--- config.mk ---
export PLATFORM = sky130hd
export DESIGN_NAME = clkmeas
export DESIGN_NICKNAME = d
export VERILOG_FILES = /design/src/rtl/clkmeas.sv
export SDC_FILE = /design/constraint.sdc
export NUM_CORES = 1
export LEC_CHECK = 0
export ABC_AREA = 0
export CAP_MARGIN = 10
export CORE_MARGIN = 1
export CORE_UTILIZATION = 40
export DETAILED_ROUTE_END_ITERATION = 8
export PLACE_DENSITY = 0.64
export SKIP_CTS_REPAIR_TIMING = 1
export SYNTH_ARGS = -nofsm -noshare
export SYNTH_HDL_FRONTEND = slang
export SYNTH_SLANG_ARGS = --single-unit
export TNS_END_PERCENT = 10
--- constraint.sdc ---
create_clock -name clk -period 5.2 [get_ports clk]
set_input_delay 1.04 -clock clk [delete_from_list [all_inputs] [get_ports clk]]
set_output_delay 1.04 -clock clk [all_outputs]
set_load 0.02 [all_outputs]
--- src/rtl/clkmeas.sv ---
// clkmeas: measures period and high time of a slow input in clk cycles,
// flags near-50% duty and counter-saturation timeouts.
`timescale 1ns/1ps
module clkmeas #(
    parameter int unsigned width       = 16,
    parameter int unsigned sync_stages = 2
) (
    input  logic             clk,
    input  logic             rst,
    input  logic             in,
    output logic [width-1:0] period,
    output logic [width-1:0] high,
    output logic             sym,
    output logic             valid,
    output logic             timeout
);
    localparam int unsigned      cw      = width + 1;
    localparam logic [width-1:0] cnt_max = '1;

    typedef enum logic [1:0] {st_arm, st_hi, st_lo} state_t;

    state_t                 state;
    state_t                 state_n;
    logic [sync_stages-1:0] sync_q;
    logic                   s;
    logic                   s_d;
    logic                   rise;
    logic                   fall;
    logic                   sat;
    logic [width-1:0]       cnt;
    logic [width-1:0]       hcap;
    logic                   cap_hi;
    logic                   meas;
    logic                   tmo;
    logic [cw-1:0]          twice_h;
    logic [cw-1:0]          per_x;
    logic [cw-1:0]          diff;
    logic                   sym_n;

    // synchronizer chain plus edge register
    always_ff @(posedge clk or posedge rst) begin
        if (rst) begin
            sync_q <= '0;
            s_d    <= 1'b0;
        end else begin
            sync_q <= {sync_q[sync_stages-2:0], in};
            s_d    <= s;
        end
    end

    assign s    = sync_q[sync_stages-1];
    assign rise = s & ~s_d;
    assign fall = ~s & s_d;
    assign sat  = (cnt == cnt_max);

    // cycle counter: restarts at 1 on every rise, saturates at all-ones
    always_ff @(posedge clk or posedge rst) begin
        if (rst) begin
            cnt <= '0;
        end else if (rise) begin
            cnt <= width'(1);
        end else if (!sat) begin
            cnt <= cnt + width'(1);
        end
    end

    // state register
    always_ff @(posedge clk or posedge rst) begin
        if (rst) begin
            state <= st_arm;
        end else begin
            state <= state_n;
        end
    end

    // next-state and capture controls; an edge beats saturation in the same cycle
    always_comb begin
        state_n = state;
        cap_hi  = 1'b0;
        meas    = 1'b0;
        tmo     = 1'b0;
        case (state)
            st_arm: begin
                if (rise) state_n = st_hi;
            end
            st_hi: begin
                if (fall) begin
                    cap_hi  = 1'b1;
                    state_n = st_lo;
                end else if (sat) begin
                    tmo     = 1'b1;
                    state_n = st_arm;
                end
            end
            st_lo: begin
                if (rise) begin
                    meas    = 1'b1;
                    state_n = st_hi;
                end else if (sat) begin
                    tmo     = 1'b1;
                    state_n = st_arm;
                end
            end
            default: state_n = st_arm;
        endcase
    end

    // symmetry test |2*high - period| <= 1 on width+1 bits, from the values being captured
    always_comb begin
        twice_h = {hcap, 1'b0};
        per_x   = {1'b0, cnt};
        diff    = (twice_h >= per_x) ? (twice_h - per_x) : (per_x - twice_h);
        sym_n   = (diff <= cw'(1));
    end

    // result registers; sym is captured alongside period/high so it tracks them exactly
    always_ff @(posedge clk or posedge rst) begin
        if (rst) begin
            hcap    <= '0;
            period  <= '0;
            high    <= '0;
            sym     <= 1'b0;
            valid   <= 1'b0;
            timeout <= 1'b0;
        end else begin
            valid <= meas;
            if (cap_hi) hcap <= cnt;
            if (meas) begin
                period  <= cnt;
                high    <= hcap;
                sym     <= sym_n;
                timeout <= 1'b0;
            end else if (tmo) begin
                timeout <= 1'b1;
            end
        end
    end

endmodule
# After elaboration in Yosys (flattened, before gate mapping)

Cells that the tools add are included.

Word-level logic and storage cells: 44
Bits of input ports: 3
Output and inout bits: 35
Bits in registers: 72

Reduce and logical (&&, ||, !) cells: 2
Mux-type cells: 18
Eq/ne operators: 5
Bitwise gates (word level): 4
$add $sub $neg: 3
Magnitude comparators: 2

Operators with widths:

| cell                                                                   | number |
|---|---|
| 16-bit 2-to-1 mux                                                      | 2 |
| 17-bit by 16-bit greater-or-equal comparator with 1-bit output         | 1 |
| 17-bit by 1-bit <= comparator with 1-bit output, second input constant | 1 |
| 17-bit 2-to-1 mux                                                      | 1 |
| 16-bit by 17-bit subtractor with 17-bit output                         | 1 |
| 17-bit by 16-bit subtractor with 17-bit output                         | 1 |
| 16-bit by 1-bit adder with 16-bit output, second input constant        | 1 |
| 16-bit equality test, second input constant                            | 1 |
| 1-bit 2-to-1 mux                                                       | 9 |
| 2-bit 2-to-1 mux                                                       | 4 |
| 2-bit case mux with 3 select lines                                     | 1 |
| 2-bit != test, second input constant                                   | 2 |
| 1-bit bitwise AND                                                      | 2 |
| 2-bit by 1-bit equality test with 1-bit output, second input constant  | 1 |
| 2-bit equality test, second input constant                             | 1 |
| 2-bit zero test                                                        | 1 |
| 1-bit inverter                                                         | 2 |
| 1-bit case mux with 2 select lines                                     | 1 |
| 2-bit nonzero test                                                     | 1 |

# Depth between registers and ports, before layout

Gate-level depths: netlist of the first run.

Depth in word-level cells: 6
Depth in mapped cells: 13

# Worst setup path after synthesis of the first run

OpenSTA, ideal clock, no wires.

Path type: flip-flop to flip-flop
Start: register cnt[1]
End: register sym
Stages on the path, launching flop included: 12
Setup time: 0.067 ns
Required time: 5.133 ns
Period minus slack after synthesis: 2.964 ns
Slack: 2.236 ns
Data arrival time: 2.897 ns
Path through: dfrtp_1 > inv_1 > ha_1 > fa_1 > nor3_1 > a22oi_1 > a21boi_0 > nor2_1 > or4_1 > a2111o_1 > nand2_1 > a32o_1

Cells in the longest elaborated chain, start to end: 3
Elaborated cells between the ends (all ways): 5

Ends and longest elaborated chain:

| what                                                                   | RTL line | text |
|---|---|---|
| from (decl)                                                            | 30       | `logic [width-1:0] cnt;` |
| from (signal assigned)                                                 | 61       | `cnt <= width'(1);` |
| from (signal assigned)                                                 | 63       | `cnt <= cnt + width'(1);` |
| 16-bit by 17-bit subtractor with 17-bit output (tied with other cells) | 112      | `diff = (twice_h >= per_x) ? (twice_h - per_x) : (per_x - twice_h);` |
| 17-bit 2-to-1 mux *                                                    | 112      |  |
| 17-bit by 1-bit <= comparator with 1-bit output *                      | 113      | `sym_n = (diff <= cw'(1));` |
| to (signal assigned)                                                   | 131      | `sym <= sym_n;` |
| to (decl)                                                              | 13       | `output logic sym,` |

Every way passes the cells marked *; elsewhere a longest branch is shown, timed or not.
A chain may end at the register's enable or synchronous reset.

# Worst setup path after layout of the first run

Same ends and word-level chain as after synthesis.

==> results of run 1 <==
[stage by stage]
step,utilization [%],worst slack [ps],cell area (um2)
2_1_floorplan,-,2240,4470
3_3_place_gp,45.1,2020,4910
3_5_place_dp,45.1,1890,4910
4_1_cts,47.0,1860,5120
5_1_grt,47.2,1480,5140
6_report,47.2,1840,5140
[cell families (layout without fill, tap and decap cells)]
kind of cell    after synthesis  after routing  synth area share, %
compound gates              145            145                 19.1
mux                           6              6                 1.43
simple gates                155            155                 16.5
buf+inv                      70            101                 6.55
flops                        72             72                 40.3
xor+xnor                     28             28                 5.48
fa+ha+maj                    37             37                 10.7
[worst max path at each step]
stage	slack (ps)	to	startpoint	cells past startpoint
floorplan	2240	sym$_DFFE_PP0P_	cnt[1]$_DFFE_PP0P_	11
global placement	2020	sym$_DFFE_PP0P_	cnt[6]$_DFFE_PP0P_	11
detailed placement	1890	sym$_DFFE_PP0P_	cnt[1]$_DFFE_PP0P_	11
CTS	1860	sym$_DFFE_PP0P_	cnt[1]$_DFFE_PP0P_	11
global route	1480	sym$_DFFE_PP0P_	cnt[6]$_DFFE_PP0P_	11
finish	1840	sym$_DFFE_PP0P_	cnt[1]$_DFFE_PP0P_	11
[critical path, cell delays in order (launching register included)]
cell	delay [ps]
dfrtp_1	440
inv_1	120
ha_1	240
fa_1	460
nor3_1	200
a22oi_1	160
a21boi_0	410
nor2_1	130
or4_1	480
a2111o_1	430
nand2_1	70
a32o_1	160
[cell usage after synthesis (all sizes together) (3+ instances only)]
cell type / instances / area [um2]
a211o: 3 / 26.3
a211oi: 5 / 42.5
a21o: 5 / 37.5
a21oi: 31 / 155
a31oi: 4 / 25.0
buf: 11 / 71.3
clkbuf: 15 / 56.3
dfrtp: 72 / 1800
ha: 35 / 438
inv: 44 / 165
mux2: 3 / 33.8
mux2i: 3 / 30.0
nand2: 69 / 259
nand3: 11 / 55.1
nand3b: 3 / 22.5
nand4: 9 / 62.6
nor2: 26 / 97.6
nor2b: 5 / 31.3
nor3: 10 / 50.1
nor4: 3 / 18.8
o211ai: 4 / 30.0
o21ai: 72 / 364
o21bai: 4 / 30.0
or3: 4 / 25.0
or4: 3 / 26.3
xnor2: 20 / 175
xor2: 8 / 70.1
[metal layers]
metal	wire [um]	part of all wire, %	vias to the layer above	global-route usage, %
met2	4840	46	81	31.2
met1	5200	49	1792	27.6
met4	157	1.5	0	7.14
met5	0	0	-	0
met3	431	4.1	9	4.48
li1	-	-	1815	-
[final cells by class]
cell class                      instances  area, um2
Tap cell                              140        175
Timing Repair Buffer                   41        408
Sequential cell                        72       1800
Clock inverter                          4       52.6
Multi-Input combinational cell        371       2380
Inverter                               44        165
Clock buffer                           12        155
Fill cell                            1020       5750
[report_power, final]
part / switching, uW / leakage (uW) / internal [uW]
Clock: 216 / 0.000107 / 249
Sequential: 53.4 / 0.000985 / 615
Combinational: 697 / 0.00118 / 528
[state kept, by name, indices dropped and copies added, names as in the netlist]
register  count
timeout       1
s_d           1
state         2
valid         1
sync_q        2
high         16
sym           1
hcap         16
period       16
cnt          16
==> flow_summary_export.csv, run 1 <==
group,metric,value,unit
setup_path,reg2reg_to,"sym$_DFFE_PP0P_",
placed_design,dp.cells,667,
global_route,grt_max_degree,64,
min_path,min_path_type,"reg -> reg",
floorplan,die_w,108,um
clock_network,clockBufferDepth,2,
setup_path,critPathKind,"reg -> reg",
setup_path,rr_worst_depth,11,
clock_network,clk_pin_slew,80,ps
synth,synth_edf_count,0,
min_path,worstHoldStart,"sync_q[0]$_DFF_PP0_",
timing,skew,13.5,ps
timing,period_minus_slack,3360,ps
setup_path,r2r_start,"cnt[1]$_DFFE_PP0P_",
timing,fin_hold_ws,353,ps
global_route,overflow,0,
setup_path,startpoint_type,"register",
floorplan,core_area,10900,um2
cells_and_area,diodes,0,
global_route,antenna_found_initial,0,
timing,fin_tns_setup,0,ps
floorplan,dieArea,11600,um2
synth,synthFlopType,"dfrtp_1",
cells_and_area,nNetsFinal,579,
placed_design,numPortBuffers,37,
route,vias,3697,
route,drt_iter0_drc,267,
power,p_leak,0.00228,uW
timing,rsz0062_at_grt,"false",
route,viasPerCell,5.40,
synth,syn_avg_cell_area,8.72,um2
global_route,grt_use_total,20.2,%
setup_path,worstPathArrival,3650,ps
synth,yosysSeqAreaShare,40.3,%
cells_and_area,drive_gt1_share,5.33,%
timing,worst-slew-pin-transition,926,ps
synth,syn-cell-area,4470,um2
floorplan,die_h,108,um
synth,ys_ff_latch,72,
setup_path,worstPathRequired,5500,ps
synth,yosysUniqueCellTypes,56,
min_path,hold_depth,0,
route,drc,0,
min_path,hold_end,"sync_q[1]$_DFF_PP0_",
placed_design,gp_congestion,0.870,
job,drv_cap,0,
clock_network,clock-sinks,72,
cells_and_area,most-common-layout-cells,"72 x dfrtp_1, 68 x nand2_1, 68 x o21ai_0, 43 x inv_1, 37 x clkdlybuf4s50_1",
setup_path,rrSetupSlack,1840,ps
floorplan,num_rows,38,
power,peakVddDrop,0.000200,V
clock_network,cts-root-buf,"clkbuf_8",
clock_network,clkLatencyLatePin,360,ps
timing,relSlewSlack,38.2,%
route,ant_nets,0,
synth,syn_inst,513,
cells_and_area,area_growth,14.9,%
clock_network,h-tree-depth,3,
route,firstDrtPassIters,5,
power,power,2360,uW
setup_path,critPathMaxFanout,5,
global_route,grt_pass1_vias,3668,
cells_and_area,stdcell_count,684,
clock_network,numCtsBuffers,9,
route,drt_wl_total,10600,um
synth,postSynth.asyncResetShare,100,%
timing,hold_viol,0,
clock_network,cts_tree,"done",
synth,syn_nets,553,
timing,drv_slew,0,
placed_design,post-dp-hpwl,7840,um
cells_and_area,final_common_cell,"dfrtp_1",
setup_path,critPathCaptureType,"register",
power,p_per_area,459,nW/um2
global_route,grt_first_pass_wirelength,18100,um
run_status,status,"finished, final reports clean",
floorplan,start_util,41.1,%
floorplan,floorplan.io_pins,38,
timing,fin_crit_sh,64.5,%
synth,yosysWarnings,0,
timing,max_freq,298,MHz
timing,setup_viol,0,
route,wire_per_inst,15.5,um
Note: power is estimated with default switching activity, not from simulation.
==> inputs of run 2 (changes only) <==
--- a/config.mk
+++ b/config.mk
@@ -10,7 +10,7 @@
 export CORE_MARGIN = 1
 export CORE_UTILIZATION = 40
 export DETAILED_ROUTE_END_ITERATION = 8
-export PLACE_DENSITY = 0.64
+export PLACE_DENSITY = 0.66
 export SKIP_CTS_REPAIR_TIMING = 1
 export SYNTH_ARGS = -nofsm -noshare
 export SYNTH_HDL_FRONTEND = slang
==> constraint.sdc (replaced) <==
create_clock -name clk -period 2.7 [get_ports clk]
set_input_delay 0.54 -clock clk [delete_from_list [all_inputs] [get_ports clk]]
set_output_delay 0.54 -clock clk [all_outputs]
set_load 0.02 [all_outputs]
==> run 2 against run 1 <==
  * The flow now finishes with violations (negative setup slack)
  * Global-route usage increased by 1.0 points
  * Final cell count increased by 13%
  * Sequential power increased by 90%
  * Routed wire length increased by 7.9%
  * Sequential cell count unchanged
  * Setup slack got worse by 2000 ps
  * Utilization increased by 7.3 points
  * Largest power group unchanged
  * Highest routed layer unchanged
==> flow_summary_export.csv, run 2 (synthesis gave the netlist of run 1 again) <==
group,metric,value,unit
cells_and_area,final_common_cell,"buf_4",
power,p_leak,0.00272,uW
power,p_per_area,952,nW/um2
setup_path,worstPathRequired,2950,ps
setup_path,cp_common_cell,"o21ai_2",
global_route,grt_first_pass_wirelength,18900,um
global_route,grt_pass1_vias,3871,
route,drc,0,
route,viasPerCell,5.12,
global_route,overflow,0,
timing,worst-slew-pin-transition,517,ps
job,drv_cap,0,
floorplan,dieArea,11600,um2
clock_network,cts_tree,"done",
setup_path,critPathMaxStageDelay,540,ps
power,seqPwrFrac,22.4,%
clock_network,cts-root-buf,"clkbuf_8",
route,drt_wl_total,11500,um
clock_network,clk_pin_slew,80,ps
timing,setup_viol,1,
global_route,grt_use_total,21.2,%
run_status,violations,"negative setup slack",
power,p_comb_share,58.2,%
floorplan,num_rows,38,
setup_path,path_delay_family,"simple AND/OR/NAND/NOR gates",
placed_design,dp.cells,754,
setup_path,startpoint_type,"register",
timing,skew,12.1,ps
setup_path,critPathKind,"reg -> reg",
clock_network,h-tree-depth,3,
floorplan,floorplan.io_pins,38,
timing,drv_slew,0,
power,p_int,3550,uW
setup_path,critPathBufInv,0,
timing,hold_viol,0,
timing,max_freq,354,MHz
timing,fin_hold_ws,352,ps
setup_path,cp_cell_sequence,"ha_4 -> ha_1 -> nand4b_1 -> or4_4 -> o311a_1 -> o21ai_2 -> or3b_4 -> and3_4 -> o21ai_2 -> nor4_2 -> a32o_1",
route,wire_per_inst,14.9,um
clock_network,clock-sinks,72,
floorplan,die_w,108,um
min_path,min_path_type,"reg -> reg",
timing,fin_crit_sh,105,%
power,swShare,37.3,%
route,vias,3943,
power,power.switching,2110,uW
run_status,status,"finished with violations",
power,clkPwrFrac,19.4,%
timing,fin_ws,-127,ps
setup_path,cpMaxStageDelayCell,"or4_4",
cells_and_area,stdcell_count,770,
floorplan,core_area,10900,um2
timing,relSlewSlack,65.5,%
setup_path,critPathCaptureType,"register",
cells_and_area,area_growth,32.7,%
power,peakVddDrop,0.000512,V
clock_network,clockBufferDepth,2,
cells_and_area,diodes,0,
clock_network,numCtsBuffers,9,
route,ant_nets,0,
setup_path,critPathMaxFanout,3,
setup_path,worstPathArrival,3080,ps
timing,rsz0062_at_grt,"true",
global_route,antenna_found_initial,0,
route,firstDrtPassIters,4,
placed_design,gp_congestion,0.915,
cells_and_area,drive_gt1_share,21.3,%
cells_and_area,most-common-layout-cells,"88 x buf_4, 72 x dfrtp_1, 68 x nand2_1, 66 x o21ai_0, 39 x inv_1",
clock_network,clkLatencyLatePin,360,ps
timing,period_minus_slack,2830,ps
cells_and_area,fillers,974,
placed_design,numPortBuffers,37,
cells_and_area,nNetsFinal,665,
route,drt_iter0_drc,186,
placed_design,post-dp-hpwl,8940,um
floorplan,start_util,41.1,%
global_route,grt_max_degree,73,
floorplan,die_h,108,um
[run 2: power groups by stage]
stage	clock (uW)	combinational, uW	sequential [uW]
after floorplan	0	1940	1340
after global placement	0	3020	1280
after detailed placement	0	3060	1290
after CTS	1120	3070	1260
after global routing	1160	3630	1280
final	1100	3290	1270
[run 2: metal layers]
metal / global-route usage [%] / vias up / routed length [um]
li1: - / 1985 / -
met1: 30.3 / 1873 / 5770
met2: 32.2 / 64 / 5150
met3: 3.21 / 21 / 340
met4: 7.63 / 0 / 218
met5: 0 / - / 0
[run 2: final timing paths]
kind,from,to,slack (ps),depth (start not counted)
worst max-delay path,hcap[0]$_DFFE_PP0P_,sym$_DFFE_PP0P_,-130,11
worst min-delay path,sync_q[0]$_DFF_PP0_,sync_q[1]$_DFF_PP0_,350,0
worst max register to register,hcap[0]$_DFFE_PP0P_,sym$_DFFE_PP0P_,-130,11
worst min register to register,sync_q[0]$_DFF_PP0_,sync_q[1]$_DFF_PP0_,350,0
max in group asynchronous,rst,high[14]$_DFFE_PP0P_,1820,3
min in group asynchronous,rst,hcap[3]$_DFFE_PP0P_,580,3
[run 2: worst register-to-register path: cells and delay by family, from the launching register on]
family / cells / cell delay, ps
fa+ha+maj: 2 / 410
simple gates: 5 / 1300
compound gates: 4 / 620
flops: 1 / 420
[run 2: area by class of cell]
type                            instances  area (um2)  area share, %
Multi-Input combinational cell        371        2480           41.7
Sequential cell                        72        1800           30.4
Timing Repair Buffer                  127        1060           17.9
Tap cell                              140         175           2.95
Inverter                               44         165           2.78
Clock buffer                           11         151           2.55
Clock inverter                          5         103           1.73
[run 2: per-stage QoR]
step	setup TNS (ps)	setup WS, ps	area [um2]	power [uW]	utilization (%)
floorplan	-56.6	-56.6	4520	3280	-
global placement	-85.8	-85.8	5620	4300	51.6
detailed placement	-107	-107	5620	4340	51.6
CTS	-136	-136	5870	5450	53.9
global route	-252	-252	5940	6070	54.5
finish	-127	-127	5940	5650	54.5
==> inputs of run 3 (changes only) <==
--- a/config.mk
+++ b/config.mk
@@ -8,9 +8,9 @@
 export ABC_AREA = 0
 export CAP_MARGIN = 10
 export CORE_MARGIN = 1
-export CORE_UTILIZATION = 40
+export CORE_UTILIZATION = 52
 export DETAILED_ROUTE_END_ITERATION = 8
-export PLACE_DENSITY = 0.66
+export PLACE_DENSITY = 0.81
 export SKIP_CTS_REPAIR_TIMING = 1
 export SYNTH_ARGS = -nofsm -noshare
 export SYNTH_HDL_FRONTEND = slang
==> constraint.sdc (replaced) <==
create_clock -name clk -period 2.5 [get_ports clk]
set_input_delay 0.5 -clock clk [delete_from_list [all_inputs] [get_ports clk]]
set_output_delay 0.5 -clock clk [all_outputs]
set_load 0.02 [all_outputs]
==> run 3 against run 2 <==
  * The run still ends with negative setup slack left
  * Utilization increased by 19 points
  * Sequential cell count is the same
  * Worst hold slack gained 3.4 ps
  * Die area is 23% lower
  * Global-route usage is 9.0 points higher
  * Clock-buffer cell count fell by 1
  * Clock skew is 1.6 ps higher
  * Sequential power up 8%
  * Non-clock buffer count rose by 23
  * Critical endpoint unchanged
  * Critical path depth increased by 1
==> flow_summary_export.csv, run 3 (synthesis gave the netlist of run 1 again) <==
group,metric,value,unit
route,vias,4273,
timing,drv_slew,0,
clock_network,h-tree-depth,3,
power,seqPwrFrac,22.2,%
timing,period_minus_slack,2920,ps
clock_network,cts-root-buf,"clkbuf_8",
setup_path,worstPathRequired,2790,ps
power,p_per_area,1020,nW/um2
global_route,grt_use_total,30.2,%
power,peakVddDrop,0.000674,V
cells_and_area,final_common_cell,"buf_4",
power,p_comb_share,61.1,%
global_route,grt_first_pass_wirelength,20400,um
global_route,grt_pass1_vias,4163,
clock_network,clk_pin_slew,80,ps
floorplan,dieArea,8970,um2
route,ant_nets,0,
global_route,antenna_found_initial,0,
timing,fin_crit_sh,117,%
placed_design,numPortBuffers,37,
cells_and_area,area_growth,35.5,%
route,firstDrtPassIters,5,
cells_and_area,diodes,0,
power,power,6150,uW
placed_design,gp_congestion,0.927,
placed_design,post-dp-hpwl,9680,um
power,swShare,37.7,%
route,viasPerCell,5.64,
power,power.switching,2320,uW
setup_path,critPathCaptureType,"register",
global_route,overflow,0,
timing,skew,13.7,ps
floorplan,core_area,8260,um2
setup_path,critPathKind,"reg -> reg",
floorplan,num_rows,33,
run_status,status,"finished with violations",
power,clkPwrFrac,16.7,%
route,drt_iter0_drc,339,
run_status,violations,"negative setup slack",
floorplan,die_h,94.7,um
route,drc,0,
route,wire_per_inst,16.8,um
timing,rsz0062_at_grt,"true",
cells_and_area,most-common-layout-cells,"110 x buf_4, 72 x dfrtp_1, 68 x nand2_1, 67 x o21ai_0, 40 x inv_1",
job,drv_cap,0,
clock_network,cts_tree,"done",
power,p_leak,0.00282,uW
clock_network,numCtsBuffers,9,
timing,fin_tns_setup,-416,ps
clock_network,clkLatencyLatePin,350,ps
floorplan,floorplan.io_pins,38,
cells_and_area,fillers,600,
floorplan,start_util,54.2,%
setup_path,worstPathArrival,3200,ps
cells_and_area,nNetsFinal,688,
timing,setup_viol,1,
setup_path,critPathMaxFanout,6,
timing,relSlewSlack,64.3,%
timing,hold_viol,0,
cells_and_area,drive_gt1_share,23.9,%
power,p_int,3830,uW
global_route,grt_max_degree,64,
floorplan,die_w,94.7,um
min_path,min_path_type,"reg -> reg",
timing,worst-slew-pin-transition,536,ps
timing,max_freq,343,MHz
route,drt_wl_total,12700,um
setup_path,startpoint_type,"register",
timing,fin_ws,-416,ps
clock_network,clock-sinks,72,
clock_network,clockBufferDepth,2,
run 3: area by class of cell:
class	instances	area [um2]	share of cell area [%]
Inverter	44	165	2.73
Clock buffer	10	138	2.27
Multi-Input combinational cell	371	2490	41.1
Tap cell	105	131	2.17
Sequential cell	72	1800	29.7
Timing Repair Buffer	150	1250	20.6
Clock inverter	5	81.3	1.34
run 3: final timing paths:
kind / startpoint / endpoint / slack [ps] / depth (start not counted)
worst max-delay path: hcap[0]$_DFFE_PP0P_ / sym$_DFFE_PP0P_ / -420 / 12
worst min-delay path: sync_q[0]$_DFF_PP0_ / sync_q[1]$_DFF_PP0_ / 360 / 0
worst max register to register: hcap[0]$_DFFE_PP0P_ / sym$_DFFE_PP0P_ / -420 / 12
worst min register to register: sync_q[0]$_DFF_PP0_ / sync_q[1]$_DFF_PP0_ / 360 / 0
max in group asynchronous: rst / cnt[10]$_DFFE_PP0P_ / 1400 / 3
min in group asynchronous: rst / state[0]$_DFFE_PP0P_ / 450 / 2
run 3: metrics by stage:
| step | worst slack [ps] | hold WS (ps) | cell area (um2) | util, % | instances |
|---|---|---|---|---|---|
| 2_1_floorplan | -257 | 331 | 4520 | - | 513 |
| 3_3_place_gp | -285 | 341 | 5730 | 69.4 | 740 |
| 3_5_place_dp | -437 | 340 | 5730 | 69.4 | 740 |
| 4_1_cts | -456 | 358 | 5950 | 72.1 | 755 |
| 5_1_grt | -597 | 373 | 6060 | 73.3 | 757 |
| 6_report | -416 | 356 | 6060 | 73.3 | 757 |
run 3: per-layer routing:
layer,track usage [%],vias up,routed length [um]
li1,-,2035,-
met1,42.0,2087,5840
met2,48.6,125,6070
met3,4.43,26,549
met4,8.96,0,258
met5,0,-,0
run 3: power groups by stage:
stage | registers, uW | logic (uW) | clock network [uW]
6_report | 1370 | 3760 | 1030
4_1_cts | 1360 | 3400 | 1040
2_1_floorplan | 1450 | 2100 | 0
3_3_place_gp | 1380 | 3310 | 0
5_1_grt | 1380 | 4130 | 1080
3_5_place_dp | 1390 | 3390 | 0
run 3: worst max-delay path, cell delays in order, from the launching register on:
cell and delay, ps:
dfrtp_1 420, ha_4 290, ha_4 110, nand4b_1 110, or4_4 530, o311a_1 150, o21ai_2 80, buf_6 160
mux2i_2 250, xor2_1 200, o21ai_1 110, nor4_2 240, a32o_1 210
